[config.mk]
export PLATFORM = sky130hd
export DESIGN_NAME = register_file_sb
export DESIGN_NICKNAME = d
export VERILOG_FILES = /design/src/rtl/register_file_sb.sv
export SDC_FILE = /design/constraint.sdc
export NUM_CORES = 1
export LEC_CHECK = 0
export ABC_CLOCK_PERIOD_IN_PS = 3130
export BUFFER_PORTS_ARGS = -buffer_cell sky130_fd_sc_hd__buf_2
export CORE_MARGIN = 8
export CORE_UTILIZATION = 45
export DETAILED_ROUTE_END_ITERATION = 10
export GPL_TIMING_DRIVEN = 1
export PLACE_DENSITY_LB_ADDON = 0.05
export SYNTH_ARGS = -nofsm -noshare
export SYNTH_HDL_FRONTEND = slang
export SYNTH_SLANG_ARGS = --single-unit
[constraint.sdc]
create_clock -name Clock -period 3.13 [get_ports Clock]
set_clock_uncertainty 0.05 [all_clocks]
set_input_delay 0.626 -clock Clock [delete_from_list [all_inputs] [get_ports Clock]]
set_output_delay 0.626 -clock Clock [all_outputs]
set_load 0.005 [all_outputs]
[src/rtl/register_file_sb.sv]
`timescale 1ns/1ps
`default_nettype none
// ============================================================================
//  Module      : register_file_sb
//  Description : Parametrised CPU register file with a per-register scoreboard.
//                Two combinational read ports (RS, RT) return data and busy
//                bits. One synchronous write port (RD) stores data and clears
//                the busy bit. The issue stage sets a busy bit through
//                Reserve/RsvAddr. Register 0 can be hardwired to zero.
//                Optional feature macro: REGFILE_BYPASS_EN. When it is defined,
//                a write in the current cycle is forwarded to the read ports.
//  Revision    : 1.0  initial release
// ============================================================================
module register_file_sb #(
    parameter int DATA_W   = 16,
    parameter int ADDR_W   = 2,
    parameter int ZERO_REG = 1
) (
    input  logic              Clock,
    input  logic              Reset,
    input  logic [ADDR_W-1:0] RS,
    input  logic [ADDR_W-1:0] RT,
    output logic [DATA_W-1:0] ReadRS,
    output logic [DATA_W-1:0] ReadRT,
    output logic              BusyRS,
    output logic              BusyRT,
    input  logic [ADDR_W-1:0] RD,
    input  logic [DATA_W-1:0] WriteData,
    input  logic              RegWrite,
    input  logic              Reserve,
    input  logic [ADDR_W-1:0] RsvAddr
);

    localparam int                DEPTH     = 2 ** ADDR_W;
    localparam int                NUM_PORTS = 2;
    localparam logic [ADDR_W-1:0] ZERO_ADDR = '0;

    // Architectural state
    logic [DATA_W-1:0] regs [DEPTH];
    logic [DEPTH-1:0]  busy;
    logic [DEPTH-1:0]  busy_next;

    // Qualified requests. Address 0 is read-only when it is hardwired to zero.
    logic write_ok;
    logic reserve_ok;

    assign write_ok   = RegWrite && ((ZERO_REG == 0) || (RD != ZERO_ADDR));
    assign reserve_ok = Reserve  && ((ZERO_REG == 0) || (RsvAddr != ZERO_ADDR));

    // Scoreboard update: writeback clears first, so a same-address reserve wins
    always_comb begin
        busy_next = busy;
        if (write_ok) begin
            busy_next[RD] = 1'b0;
        end
        if (reserve_ok) begin
            busy_next[RsvAddr] = 1'b1;
        end
    end

    // Data storage: reset clears every register, otherwise accept qualified writes
    always_ff @(posedge Clock) begin
        if (Reset) begin
            for (int i = 0; i < DEPTH; i++) begin
                regs[i] <= '0;
            end
        end else if (write_ok) begin
            regs[RD] <= WriteData;
        end
    end

    // Busy-bit register: reset discards all outstanding reservations
    always_ff @(posedge Clock) begin
        if (Reset) begin
            busy <= '0;
        end else begin
            busy <= busy_next;
        end
    end

    // Read ports share one implementation, indexed 0 = S and 1 = T
    logic [NUM_PORTS-1:0][ADDR_W-1:0] port_addr;
    logic [NUM_PORTS-1:0][DATA_W-1:0] port_data;
    logic [NUM_PORTS-1:0]             port_busy;

    assign port_addr[0] = RS;
    assign port_addr[1] = RT;

    generate
        for (genvar p = 0; p < NUM_PORTS; p++) begin : g_read_port
            logic              addr_zero;
            logic [DATA_W-1:0] data_val;
            logic              busy_val;

            assign addr_zero = (ZERO_REG != 0) && (port_addr[p] == ZERO_ADDR);

            // Stored-state read with zero-register masking. Optional same-cycle forwarding.
            always_comb begin
                data_val = addr_zero ? '0   : regs[port_addr[p]];
                busy_val = addr_zero ? 1'b0 : busy[port_addr[p]];
`ifdef REGFILE_BYPASS_EN
                // write_ok already excludes address 0, so masking still holds
                if (!Reset && write_ok && (RD == port_addr[p])) begin
                    data_val = WriteData;
                    busy_val = reserve_ok && (RsvAddr == port_addr[p]);
                end
`else
                // Without forwarding, reads reflect stored state only
`endif
            end

            assign port_data[p] = data_val;
            assign port_busy[p] = busy_val;
        end
    endgenerate

    assign ReadRS = port_data[0];
    assign ReadRT = port_data[1];
    assign BusyRS = port_busy[0];
    assign BusyRT = port_busy[1];

endmodule
`default_nettype wire

==> results.json <==
{
  "port_buffers": 61,
  "clockBufferDepth": 2,
  "area_growth_pct": 12.9,
  "fp.dieH_um": 96.0,
  "fmax_ghz": 0.408,
  "ys_seq_elements": 51,
  "report.final.hold_viol_count": 0,
  "setup_tns_ns": 0,
  "required_ns": 2.45,
  "viasPerCell": 5.69,
  "min-delay-path-class": "flop to flop",
  "cts_setup_buffers": 0,
  "max-slew-margin-rel_pct": 50.7,
  "leakagePower_nw": 1.29,
  "grt-ovfl-total": 0,
  "post_cts_resized": 0,
  "endpoint_kind": "output port",
  "slew_violations": 0,
  "fillers": 586,
  "cts_hold_buf": 0,
  "netlist_area_sq_um": 2880,
  "pwr_density_cell_nw_per_um2": 443,
  "p_total_mw": 1.44,
  "cts_tree": "yes",
  "multiInputGateArea_sq_um": 1150,
  "gp_congestion": 0.700,
  "clk_pin_slew_ns": 0.08,
  "rsz0062_at_grt": "no",
  "numClockSinks": 51,
  "status": "complete, no violations",
  "ff_latch_area_sq_um": 1500,
  "hpwl_um": 4160,
  "clk_latency_ns": 0.29,
  "cts-buffers-inserted": 5,
  "final_nets": 303,
  "drt_iter0_drc": 102,
  "worstPathMaxFanout": 19,
  "core-area_sq_um": 6280,
  "worst_slack_ns": 0.677,
  "grt_use_total_pct": 15.4,
  "syn_inst": 225,
  "grt_max_degree": 49,
  "die-area_sq_um": 9220,
  "ir_worst_vdd_v": 0.000228,
  "drcViolationCount": 0,
  "vias": 2007,
  "ioPinCount": 62,
  "synth_warnings": 0,
  "min_period_ns": 2.45,
  "setup_viol": 0,
  "drt_first_pass_iters": 4,
  "syn_nets": 253,
  "tightest_slew_ns": 0.737,
  "worstSetupPathType": "input port to output port",
  "dpl.cell_count": 345,
  "finalCritPeriodShare_pct": 78.4,
  "start_util_pct": 45.9,
  "syn_avg_cell_area_sq_um": 12.8,
  "drive_above_1_share_pct": 44.2,
  "diodes": 0,
  "fin_cells": 353,
  "crit_arrival_ns": 1.78,
  "timing.hold.ws_ns": 0.450,
  "drt-total-wl_um": 6750,
  "grt_antenna_before_repair": 0,
  "placement_rows": 29,
  "grt_pass1_vias": 2090,
  "antenna_left": 0,
  "dp_slack_ns": 0.687,
  "max_cap_violations": 0,
  "root_buffer": "clkbuf_8",
  "h-tree-depth": 2,
  "routedWlPerCell_um": 19.1,
  "grt_pass1_wl_um": 10900,
  "ys_types": 23,
  "seq_area_frac_synth_pct": 52.1,
  "dieWidth_um": 96.0,
  "critPathLaunchType": "input port"
}
-- Yosys cell counts --
cell | instances | area [sq um]
nor2b_1 | 2 | 12.5
buf_6 | 8 | 90.1
clkbuf_1 | 3 | 11.3
o21ai_0 | 1 | 5.00
edfxtp_1 | 48 | 1440
nand2b_4 | 1 | 13.8
nand4b_1 | 1 | 8.76
nand3b_2 | 2 | 22.5
nand2_1 | 3 | 11.3
buf_1 | 1 | 3.75
nor3_1 | 16 | 80.1
a22o_1 | 33 | 289
nor2_1 | 1 | 3.75
nor4_1 | 22 | 138
nor4bb_1 | 2 | 20.0
buf_2 | 12 | 60.1
nor4_2 | 10 | 125
a31o_2 | 3 | 26.3
mux2i_1 | 2 | 20.0
mux2_1 | 1 | 11.3
inv_1 | 18 | 67.6
mux2_2 | 32 | 360
dfxtp_1 | 3 | 60.1
-- final timing paths --
path | start | to | slack [ns] | cells past startpoint
worst max-delay path | RS[1] | ReadRS[5] | 0.68 | 5
worst min register to register | busy[3]$_SDFF_PP0_ | busy[3]$_SDFF_PP0_ | 0.45 | 2
worst max register to register | busy[1]$_SDFF_PP0_ | busy[1]$_SDFF_PP0_ | 2.46 | 1
worst min-delay path | busy[3]$_SDFF_PP0_ | busy[3]$_SDFF_PP0_ | 0.45 | 2
-- registers in the layout, summed over array words and instances, names as in the netlist --
| register | count |
|---|---|
| busy | 3 |
| regs | 48 |
-- placed cells by master, fill, tap and decap left out, types with 5 or more instances in the layout --
cell type  netlist  routed
buf_2           12      61
edfxtp_1        48      48
a22o_1          33      33
mux2_2          32      32
nor4_1          22      22
inv_1           18      18
nor3_1          16      16
nor4_2          10      10
buf_4            0       6
clkbuf_8         0       5
-- routing by layer --
| metal | share of wire [%] | GRT usage (%) |
|---|---|---|
| met1 | 45 | 19.8 |
| met4 | 0.84 | 4.61 |
| met3 | 5.1 | 2.65 |
| met5 | 0 | 0 |
| met2 | 49 | 25.9 |
-- cell families (layout without fill, tap and decap cells) --
kind of cell	after synthesis	after routing	synth area share, %
simple gates	60	60	15.1
flops	51	51	52.1
buf+inv	42	93	8.08
compound gates	37	37	11.1
mux	35	35	13.6
-- stage by stage --
step	util (%)	cell area (sq um)
2_1_floorplan	-	2880
3_3_place_gp	50.5	3170
3_5_place_dp	50.5	3170
4_1_cts	51.8	3250
5_1_grt	51.8	3250
6_report	51.8	3250
-- layout make-up --
cell class | count | share of cell area [%]
clock buffer | 7 | 2.35
clock inverter | 1 | 0.154
inverter | 18 | 2.08
multi-input combinational | 132 | 35.5
sequential | 51 | 46.2
tap | 77 | 2.96
timing repair buffer | 67 | 10.8
-- worst max-delay path, cell delays in order --
cell and delay, ns:
buf_2 0.39, nor2b_1 0.19, buf_4 0.25, a22o_1 0.19, buf_2 0.12
-- power by group --
group / total (mW) / internal, mW / switching [mW]
logic: 0.263 / 0.123 / 0.140
registers: 0.820 / 0.797 / 0.0224
clock network: 0.359 / 0.157 / 0.201
total: 1.44 / 1.08 / 0.364
Note: power is estimated with default switching activity, not from simulation.
